`config.mk`:
```
export PLATFORM = sky130hd
export DESIGN_NAME = branch_predictor_flat
export DESIGN_NICKNAME = d
export VERILOG_FILES = /design/src/rtl/bp_pkg.sv /design/src/rtl/branch_predictor_if.sv /design/src/rtl/bp_counter_table.sv /design/src/rtl/branch_predictor.sv /design/src/flat_wrapper.sv
export SDC_FILE = /design/constraint.sdc
export NUM_CORES = 1
export LEC_CHECK = 0
export BUFFER_PORTS_ARGS = -buffer_cell sky130_fd_sc_hd__buf_2
export CAP_MARGIN = 20
export CORE_MARGIN = 5
export CORE_UTILIZATION = 61
export CTS_CLUSTER_DIAMETER = 30
export DETAILED_ROUTE_END_ITERATION = 10
export PLACE_DENSITY = 0.86
export SLEW_MARGIN = 10
export SYNTH_ARGS = -nofsm -noshare
export SYNTH_HDL_FRONTEND = slang
export SYNTH_SLANG_ARGS = --single-unit
```
`constraint.sdc`:
```
create_clock -name clk -period 5.28 [get_ports clk]
set_input_delay 0 -clock clk [delete_from_list [all_inputs] [get_ports clk]]
set_output_delay 0 -clock clk [all_outputs]
set_load 0.05 [all_outputs]
```
`src/rtl/bp_pkg.sv`:
```
// bp_pkg: shared 2-bit counter encodings, reset value and saturating update for the branch predictor
package bp_pkg;
  typedef logic [1:0] ctr_t;
  localparam ctr_t CTR_SNT = 2'b00;
  localparam ctr_t CTR_WNT = 2'b01;
  localparam ctr_t CTR_WT = 2'b10;
  localparam ctr_t CTR_ST = 2'b11;
  localparam ctr_t CTR_RESET = CTR_WNT;
  localparam int DEF_INDEX_BITS = 6;
  function automatic ctr_t ctr_next(input ctr_t ctr, input logic taken);
    return taken ? ((ctr == CTR_ST) ? CTR_ST : ctr + 2'd1) : ((ctr == CTR_SNT) ? CTR_SNT : ctr - 2'd1);
  endfunction
endpackage

```
`src/rtl/branch_predictor_if.sv`:
```
// branch_predictor_if: fetch-side prediction request and EX-side training/mispredict signals
interface branch_predictor_if #(parameter int XLEN = 32);
  logic pred_valid;
  logic [XLEN-1:0] pred_pc;
  logic pred_taken;
  logic upd_valid;
  logic [XLEN-1:0] upd_pc;
  logic upd_taken;
  logic upd_pred;
  logic mispredict;
  modport master (
    output pred_valid, pred_pc, upd_valid, upd_pc, upd_taken, upd_pred,
    input pred_taken, mispredict
  );
  modport slave (
    input pred_valid, pred_pc, upd_valid, upd_pc, upd_taken, upd_pred,
    output pred_taken, mispredict
  );
endinterface

```
`src/rtl/bp_counter_table.sv`:
```
// bp_counter_table: bimodal array of 2-bit saturating counters with one read port forwarding a same-index write
module bp_counter_table import bp_pkg::*; #(
  parameter int INDEX_BITS = DEF_INDEX_BITS
) (
  input  logic                  clk,
  input  logic                  rst,
  input  logic [INDEX_BITS-1:0] rd_idx,
  output ctr_t                  rd_ctr,
  input  logic                  wr_en,
  input  logic [INDEX_BITS-1:0] wr_idx,
  input  logic                  wr_taken
);
  localparam int ENTRIES = 1 << INDEX_BITS;
  ctr_t ctr_q [ENTRIES];
  ctr_t ctr_d [ENTRIES];
  ctr_t wr_ctr;
  assign wr_ctr = ctr_next(ctr_q[wr_idx], wr_taken);
  // apply the training step to the addressed entry only
  always_comb begin
    ctr_d = ctr_q;
    if (wr_en) ctr_d[wr_idx] = wr_ctr;
  end
  // a read hitting the entry being trained sees the post-update value
  always_comb rd_ctr = (wr_en && wr_idx == rd_idx) ? wr_ctr : ctr_q[rd_idx];
  // counter storage, every entry returns to weakly not-taken on reset
  always_ff @(posedge clk or negedge rst)
    if (!rst) ctr_q <= '{default: CTR_RESET};
    else ctr_q <= ctr_d;
endmodule

```
`src/rtl/branch_predictor.sv`:
```
// branch_predictor: bimodal direction predictor; define BP_PERF_CNT_EN to build the saturating perf counters
module branch_predictor import bp_pkg::*; #(
  parameter int INDEX_BITS = DEF_INDEX_BITS,
  parameter int XLEN = 32
) (
  input  logic                clk,
  input  logic                rst,
  branch_predictor_if.slave   bp,
  output logic [31:0]         perf_branch_cnt,
  output logic [31:0]         perf_mispred_cnt
);
  logic [INDEX_BITS-1:0] pred_idx;
  logic [INDEX_BITS-1:0] upd_idx;
  ctr_t pred_ctr;
  logic mispredict_d;
  logic mispredict_q;
  logic unused_pc_bits;
  assign pred_idx = bp.pred_pc[INDEX_BITS+1:2];
  assign upd_idx = bp.upd_pc[INDEX_BITS+1:2];
  assign unused_pc_bits = ^{bp.pred_pc[XLEN-1:INDEX_BITS+2], bp.pred_pc[1:0],
                            bp.upd_pc[XLEN-1:INDEX_BITS+2], bp.upd_pc[1:0]};
  bp_counter_table #(.INDEX_BITS(INDEX_BITS)) u_table (
    .clk(clk),
    .rst(rst),
    .rd_idx(pred_idx),
    .rd_ctr(pred_ctr),
    .wr_en(bp.upd_valid),
    .wr_idx(upd_idx),
    .wr_taken(bp.upd_taken)
  );
  assign bp.pred_taken = rst & bp.pred_valid & pred_ctr[1];
  // a resolved branch whose outcome disagrees with its issued prediction
  always_comb mispredict_d = bp.upd_valid & (bp.upd_taken ^ bp.upd_pred);
  // one-cycle mispredict pulse towards the flush logic
  always_ff @(posedge clk or negedge rst)
    if (!rst) mispredict_q <= 1'b0;
    else mispredict_q <= mispredict_d;
  assign bp.mispredict = mispredict_q;
`ifdef BP_PERF_CNT_EN
  logic [31:0] branch_cnt_d;
  logic [31:0] branch_cnt_q;
  logic [31:0] mispred_cnt_d;
  logic [31:0] mispred_cnt_q;
  // event counters stick at all-ones instead of wrapping
  always_comb begin
    branch_cnt_d = (bp.upd_valid && branch_cnt_q != '1) ? branch_cnt_q + 32'd1 : branch_cnt_q;
    mispred_cnt_d = (mispredict_d && mispred_cnt_q != '1) ? mispred_cnt_q + 32'd1 : mispred_cnt_q;
  end
  // perf counter registers
  always_ff @(posedge clk or negedge rst)
    if (!rst) begin
      branch_cnt_q <= '0;
      mispred_cnt_q <= '0;
    end else begin
      branch_cnt_q <= branch_cnt_d;
      mispred_cnt_q <= mispred_cnt_d;
    end
  assign perf_branch_cnt = branch_cnt_q;
  assign perf_mispred_cnt = mispred_cnt_q;
`else
  assign perf_branch_cnt = '0;
  assign perf_mispred_cnt = '0;
`endif
endmodule

```
`src/flat_wrapper.sv`:
```
// flat-port wrapper written by rule: the top's interface ports become plain ports
module branch_predictor_flat import bp_pkg::*;
#(
  parameter int INDEX_BITS = DEF_INDEX_BITS,
  parameter int XLEN = 32
)
  (clk, rst, perf_branch_cnt, perf_mispred_cnt, bp_pred_valid, bp_pred_pc, bp_upd_valid, bp_upd_pc, bp_upd_taken, bp_upd_pred, bp_pred_taken, bp_mispredict);
  branch_predictor_if #(.XLEN(XLEN)) bp_i ();
  input  logic clk;
  input  logic rst;
  output logic [31:0] perf_branch_cnt;
  output logic [31:0] perf_mispred_cnt;
  input wire logic [$bits(bp_i.pred_valid)-1:0] bp_pred_valid;
  input wire logic [$bits(bp_i.pred_pc)-1:0] bp_pred_pc;
  input wire logic [$bits(bp_i.upd_valid)-1:0] bp_upd_valid;
  input wire logic [$bits(bp_i.upd_pc)-1:0] bp_upd_pc;
  input wire logic [$bits(bp_i.upd_taken)-1:0] bp_upd_taken;
  input wire logic [$bits(bp_i.upd_pred)-1:0] bp_upd_pred;
  output wire logic [$bits(bp_i.pred_taken)-1:0] bp_pred_taken;
  output wire logic [$bits(bp_i.mispredict)-1:0] bp_mispredict;
  assign bp_i.pred_valid = bp_pred_valid;
  assign bp_i.pred_pc = bp_pred_pc;
  assign bp_i.upd_valid = bp_upd_valid;
  assign bp_i.upd_pc = bp_upd_pc;
  assign bp_i.upd_taken = bp_upd_taken;
  assign bp_i.upd_pred = bp_upd_pred;
  assign bp_pred_taken = bp_i.pred_taken;
  assign bp_mispredict = bp_i.mispredict;
  branch_predictor #(.INDEX_BITS(INDEX_BITS), .XLEN(XLEN)) u_core (.clk(clk), .rst(rst), .bp(bp_i), .perf_branch_cnt(perf_branch_cnt), .perf_mispred_cnt(perf_mispred_cnt));
endmodule
```
* Word level (Yosys, flattened, before mapping)
Index checks and enable logic that the tools add are counted.
W data, S select, Z words.
** Cells by class
- Add/subtract/negate cells :: 2
- Reduce and logical (&&, ||, !) cells :: 3
- Bitwise operators :: 6
- $lt $le $gt $ge :: 3
- Eq/ne operators :: 2
- Muxes and demuxes :: 13
** Operators with widths (count)
- $bwmux W128 :: 1
- $bmux W2 S6 :: 2
- $mux W2 :: 9
- $ge A7 B7 Y1 const B :: 2
- $not A6 Y7 :: 2
- $demux W2 S6 :: 1
- $lt A7 B1 Y1 const B :: 1
- $eq A6 B6 Y1 :: 1
- $and A1 B1 Y1 :: 3
- $add A2 B1 Y2 const B :: 1
- $eq A2 B2 Y1 const B :: 1
- $logic_and A1 B1 Y1 :: 2
- $logic_not A2 Y1 :: 1
- $sub A2 B1 Y2 const B :: 1
- $xor A1 B1 Y1 :: 1
** Word-level totals
- Register bits :: 129
- Logic and storage cells :: 94
- Input bits :: 70
- Output and inout port bits :: 66

* Depth between registers and ports, before layout
- Depth after elaboration :: 9
- Mapped depth :: 12
- Mapped depth without buffers :: 7

* Hierarchy
A second synthesis with hierarchy kept.
** Unflattened totals
- Cell total of the unflattened synthesis :: 722
- Area, all modules :: 8013.9 µm²
** By module, submodules not included
- bp_counter_table :: area each 7483.4 µm², cells an instance 653, sequential area each 3283.1 µm², times used 1
- branch_predictor :: area each 530.5 µm², cells an instance 69, sequential area each 25.0 µm², times used 1

* Least setup slack after synthesis
OpenSTA, ideal clock, no wires.
- Kind :: reg2reg
- Start point :: reg u_core.u_table.ctr_q[117] (netlist bit)
- End point :: reg u_core.u_table.ctr_q[80] (netlist bit)
- Cell stages (with the launch flop) :: 9
- Path buffers :: 1
- Arrival :: 2.653 ns
- Setup time :: 0.082 ns
- Data required time :: 5.198 ns
- Path slack :: 2.544 ns
- Clock period less this slack :: 2.736 ns
- Cells stage by stage :: dfrtp_1 > mux2_2 > mux4_2 > o21ai_1 > o2111ai_1 > or4_1 > maj3_2 > buf_6 > mux2_2
** Between the ends
- Word-level cells in the longest chain between the ends :: 7
- Elaborated cells on any way between the ends :: 9
- Those cells by class :: eq/ne (1); mux (7); reduce/logical (1)
** Ends and longest elaborated chain
- from (decl) :: line bp_counter_table.sv:14 : ctr_t ctr_q [ENTRIES];
- from (signal assigned) :: line bp_counter_table.sv:28 : else ctr_q <= ctr_d;
- $bmux W2 S6 (*) :: line bp_counter_table.sv:17 : assign wr_ctr = ctr_next(ctr_q[wr_idx], wr_taken);
- $mux W2 (not written as such) (*) (2 in series) :: line bp_counter_table.sv:17
- $eq A2 B2 Y1 / $logic_not A2 Y1 (equally long branches) :: line bp_pkg.sv:11 : return taken ? ((ctr == CTR_ST) ? CTR_ST : ctr + 2'd1) : ((ctr == CTR_SNT) ? CTR_SNT : ctr - 2'd1);
- $mux W2 :: line bp_pkg.sv:11
- $mux W2 (*) :: line bp_pkg.sv:11
- $bwmux W128 (*) :: line bp_counter_table.sv:21 : if (wr_en) ctr_d[wr_idx] = wr_ctr;
Every way passes the cells marked *; elsewhere a longest branch is shown, timed or not. The select of a mux whose other input is x is not followed.
A chain may end at the register's enable or synchronous reset.

* Worst setup path after layout
- Start point :: reg u_core.u_table.ctr_q[127] (netlist bit)
- End point :: reg u_core.u_table.ctr_q[43] (netlist bit)
** Between the ends
- Word-level cells in the longest chain between the ends :: 7
- Elaborated cells on any way between the ends :: 11
- Those cells by class :: add/sub (2); eq/ne (1); mux (7); reduce/logical (1)
** Ends and longest elaborated chain (line)
- $bmux W2 S6 (*) :: bp_counter_table.sv:17
- $mux W2 (not written as such) (*) (2 in series) :: bp_counter_table.sv:17
- $sub A2 B1 Y2, or another cell as far along :: bp_pkg.sv:11
- $mux W2 :: bp_pkg.sv:11
- $mux W2 (*) :: bp_pkg.sv:11
- $bwmux W128 (*) :: bp_counter_table.sv:21
Marked as above.

==> impl_table.tex <==
\begin{tabular}{lr}
\hline
Metric & Value \\
\hline
\multicolumn{2}{l}{\textbf{Clock tree}} \\
\quad Post-CTS clock slew at the launch and capture registers of the worst setup and hold paths & 0.06 ns \\
\quad Number of H-tree branching levels & 4 \\
\quad Buffers from clock root to sink, at most & 2 \\
\quad Clock tree root buffer cell & clkbuf\_16 \\
\quad Buffers inserted during post-CTS setup optimization & 0 \\
\quad Number of clock buffers inserted by TritonCTS & 17 \\
\quad Latest clock arrival within the worst-skew pair & 0.42 ns \\
\quad Clock sink count & 129 \\
\quad Clock tree from TritonCTS & yes \\
\multicolumn{2}{l}{\textbf{Timing}} \\
\quad Final Max Tran Viols & 0 \\
\quad Final critical delay including setup and external delays & 3.77 ns \\
\quad Slew of the pin with the lowest slew margin & 0.874 ns \\
\quad Clock Skews & 0.00850 ns \\
\quad Final period util & 71.3\% \\
\quad Crit path setup slack, layout & 1.51 ns \\
\quad Setup violations, final & 0 \\
\quad Total negative slack for setup checks & 0 ns \\
\quad Slew Limit Headroom & 41.7\% \\
\quad Achievable clock frequency & 0.266 GHz \\
\quad Count of endpoints failing hold in the final timing report & 0 \\
\quad Unrepaired setup endpoints after global routing & false \\
\multicolumn{2}{l}{\textbf{Critical path}} \\
\quad Endpoint kind of the worst setup timing path & flop \\
\quad Logic depth of the worst path, buffers included & 8 \\
\quad Slowest stage cell, crit path & maj3\_2 \\
\quad Worst reg2reg path startpoint & u\_core.u\_table.ctr\_q[127] \\
\quad Crit path max-delay family & adder cells \\
\quad Worst endpoint data arrival time & 4.05 ns \\
\quad CP cell instances & mux2\_2, mux4\_2, o21ai\_1, o2111ai\_1, nor4\_1, maj3\_2, buf\_4, o21ai\_0 \\
\quad Count of buffering cells on the critical path with inverters included & 1 \\
\quad Maximum fanout count along the critical path & 41 \\
\quad Startpoint Class & flop \\
\quad Data required time of the critical path & 5.57 ns \\
\quad Reg-to-reg endpoint & u\_core.u\_table.ctr\_q[43] \\
\quad Start-to-end type of the worst setup path & reg2reg \\
\quad Flop-to-flop setup slack & 1.51 ns \\
\quad R2R cell count & 8 \\
\quad Peak per-stage delay on the critical path & 0.89 ns \\
\multicolumn{2}{l}{\textbf{Detailed routing}} \\
\quad Vias per Instance & 6.32 \\
\quad Number of iterations in the first detailed-routing pass & 5 \\
\quad Initial DRC Count & 792 \\
\quad Total routed wirelength & 18.7 mm \\
\quad Residual antenna-violating net count after detailed routing & 0 \\
\quad DRC violations left & 0 \\
\quad Routed len/inst & 21.2 um \\
\quad Number of vias after detailed routing & 5,587 \\
\multicolumn{2}{l}{\textbf{Pwr}} \\
\quad Total power per unit cell area & 390 nW/um2 \\
\quad P\_leak & 0.00339 uW \\
\quad Worst supply voltage drop on vdd & 0.239 mV \\
\multicolumn{2}{l}{\textbf{Place}} \\
\quad Number of input and output port buffers inserted & 19 \\
\quad Dpl cell area & 7460 um2 \\
\quad HPWL reported at the end of detailed placement & 12.4 mm \\
\quad Minimum setup slack after placement & 1.31 ns \\
\quad RePlAce Congestion & 0.915 \\
\quad Number of placed instances, taps included & 848 \\
\multicolumn{2}{l}{\textbf{Finish}} \\
\quad Net count reported at finish & 773 \\
\quad Post-Layout Cell Count & 884 \\
\quad Area used by multi-input combinational logic & 3760 um2 \\
\quad Final core utilization & 66.9\% \\
\quad Final design area excluding fillers & 8100 um2 \\
\quad \# fillers & 857 \\
\quad Antenna cells & 0 \\
\quad Footprint of the flip-flops and latches & 3310 um2 \\
\quad Post-synthesis to final-layout area growth & 6.80\% \\
\quad Fraction of layout cells with a size suffix above 1 & 32.0\% \\
\multicolumn{2}{l}{\textbf{Synthesis}} \\
\quad Number of instances in the synthesized netlist & 695 \\
\quad Biggest area contributors in the synthesized netlist & dfstp\_2 (22\%), dfrtp\_1 (21\%), mux4\_2 (11\%) \\
\quad Netlist cell types & 55 \\
\quad Sequential-to-total area share from yosys stat & 43.6\% \\
\quad Async set-or-reset flop fraction in the synthesized netlist & 100\% \\
\quad Library cell occupying the most area in the post-synthesis netlist & dfstp\_2 \\
\quad Synthesized flop and latch total & 129 \\
\quad Mapped Avg Cell Area & 10.9 um2 \\
\quad Most frequent cell after synthesis & nor2\_1 \\
\quad Area fraction of the dominant cell type after synthesis & 22.2\% \\
\quad Top\_reg\_cell synth & dfrtp\_1 \\
\quad Most instantiated cells after synthesis & nor2\_1 (86), nand2\_1 (70), buf\_4 (65), dfrtp\_1 (65), dfstp\_2 (64) \\
\quad Count of synthesis-stage warnings from yosys & 0 \\
\quad Post-synth design cell area & 7580 um2 \\
\quad Count of flip-flops with a built-in enable after synthesis & 0 \\
\multicolumn{2}{l}{\textbf{Hold path}} \\
\quad Min-Delay Startpoint & bp\_upd\_valid \\
\quad Hold crit path type & in2reg \\
\quad Worst hold path depth & 4 \\
\quad Destination of the worst hold path & u\_core.u\_table.ctr\_q[105] \\
\multicolumn{2}{l}{\textbf{Die}} \\
\quad Floorplan die width & 122 um \\
\quad Number of placement rows & 40 \\
\quad Core area & 12,100 um2 \\
\quad Count of boundary I/O pins & 136 \\
\quad Initial standard-cell utilization of the core & 62.6\% \\
\quad Vert. Die Dim & 122 um \\
\quad Area of the die & 14,800 um2 \\
\multicolumn{2}{l}{\textbf{Global routing}} \\
\quad Antenna violations before repair & 0 \\
\quad Met2 capacity usage during global routing & 42.9\% \\
\quad GR met3 Demand/Resource & 6.99\% \\
\quad GRT Max-Usage Layer & met2 \\
\quad Met1 capacity usage during global routing & 33.8\% \\
\quad First-pass GRT wire length & 30.1 mm \\
\quad Total routing resource utilization after global routing & 26.8\% \\
\quad Gr ovfl total & 0 \\
\quad Number of global-route vias before repair & 5,627 \\
\quad Maximum number of pins on one net before global-route repair & 67 \\
\multicolumn{2}{l}{\textbf{Run status}} \\
\quad Run status & finished, final reports clean \\
\multicolumn{2}{l}{\textbf{Run}} \\
\quad Max-cap violations & 0 \\
\hline
\end{tabular}
## cell usage in the layout, fill, tap and decap left out, types with 5 or more instances in the layout
master	Yosys	layout
a21oi_1	41	41
a22oi_1	7	7
and3_1	5	5
buf_2	9	18
buf_4	65	8
clkbuf_1	11	6
clkbuf_16	0	17
clkbuf_8	0	6
conb_1	1	64
dfrtp_1	65	65
dfstp_2	64	64
inv_1	7	7
mux2_2	50	50
mux2_4	18	18
mux2i_1	17	17
mux4_2	36	36
nand2_1	70	70
nand3_1	10	10
nand3b_1	6	6
nor2_1	86	86
nor2b_1	5	5
nor3_1	6	6
o21ai_0	30	30
o22ai_1	6	6
## cell type report
cell class | instances | area share [%]
well taps | 168 | 2.60
clock buffers | 29 | 6.55
repair buffers | 30 | 2.35
clock inverters | 3 | 0.834
multi-input cells | 517 | 46.5
flip-flops and latches | 129 | 40.8
inverters | 8 | 0.371
## power by group
part / total [uW] / switching (uW) / leakage [uW] / internal (uW)
clock network: 1180 / 405 / 0.000288 / 771
logic: 651 / 389 / 0.00158 / 262
registers: 1330 / 114 / 0.00152 / 1210
total: 3150 / 907 / 0.00339 / 2250
## registers in the layout, summed over array words and instances, names as in the netlist
name	flops
u_core.u_table.ctr_q	128
u_core.bp.mispredict	1
## worst register-to-register path, cell delays in order, from the launching register on
cell	delay, ns
dfrtp_1	0.41
mux2_2	0.27
mux4_2	0.47
o21ai_1	0.22
o2111ai_1	0.21
nor4_1	0.61
maj3_2	0.89
buf_4	0.41
o21ai_0	0.15
## through the flow
step | hold slack, ns | power, uW
final | 0.206 | 3150
after global routing | 0.227 | 3280
after CTS | 0.178 | 3150
after detailed placement | 0.136 | 1970
after global placement | 0.121 | 1930
after floorplan | -0.296 | 1860
## metal layers
metal	up-vias	share of wire, %	wire (um)
met5	-	0	0
met4	0	4.5	845
met3	83	12	2190
met2	433	47	8820
met1	2709	37	6900
li1	2362	-	-
## what timing repair did
item / CTS / global route
hold buffers: 4 / 0
gates resized for setup: 0 / 0
hold endpoints to repair: 33 / 0
## worst max path at each step
stage | startpoint | to | slack, ns
2_1_floorplan | u_core.u_table.ctr_q[117] | u_core.u_table.ctr_q[80] | 2.54
3_3_place_gp | bp_upd_pc[2] | u_core.u_table.ctr_q[123] | 1.43
3_5_place_dp | bp_upd_pc[2] | u_core.u_table.ctr_q[107] | 1.31
4_1_cts | u_core.u_table.ctr_q[127] | u_core.u_table.ctr_q[43] | 1.59
5_1_grt | u_core.u_table.ctr_q[127] | u_core.u_table.ctr_q[107] | 1.29
6_report | u_core.u_table.ctr_q[127] | u_core.u_table.ctr_q[43] | 1.51
## logic make-up (layout without fill, tap and decap cells)
| family | Yosys count | count (layout) | synth area share (%) |
|---|---|---|---|
| AND/OR/NAND/NOR | 217 | 217 | 13.0 |
| flip-flops | 129 | 129 | 43.6 |
| multiplexers | 122 | 122 | 24.3 |
| buffers and inverters | 112 | 70 | 9.90 |
| AO/OA/AOI/OAI | 105 | 105 | 8.08 |
| XOR/XNOR | 7 | 7 | 0.808 |
| adder cells (fa/ha/maj) | 2 | 2 | 0.280 |
| other | 1 | 64 | 0.0494 |
Note: power is estimated with default switching activity, not from simulation.
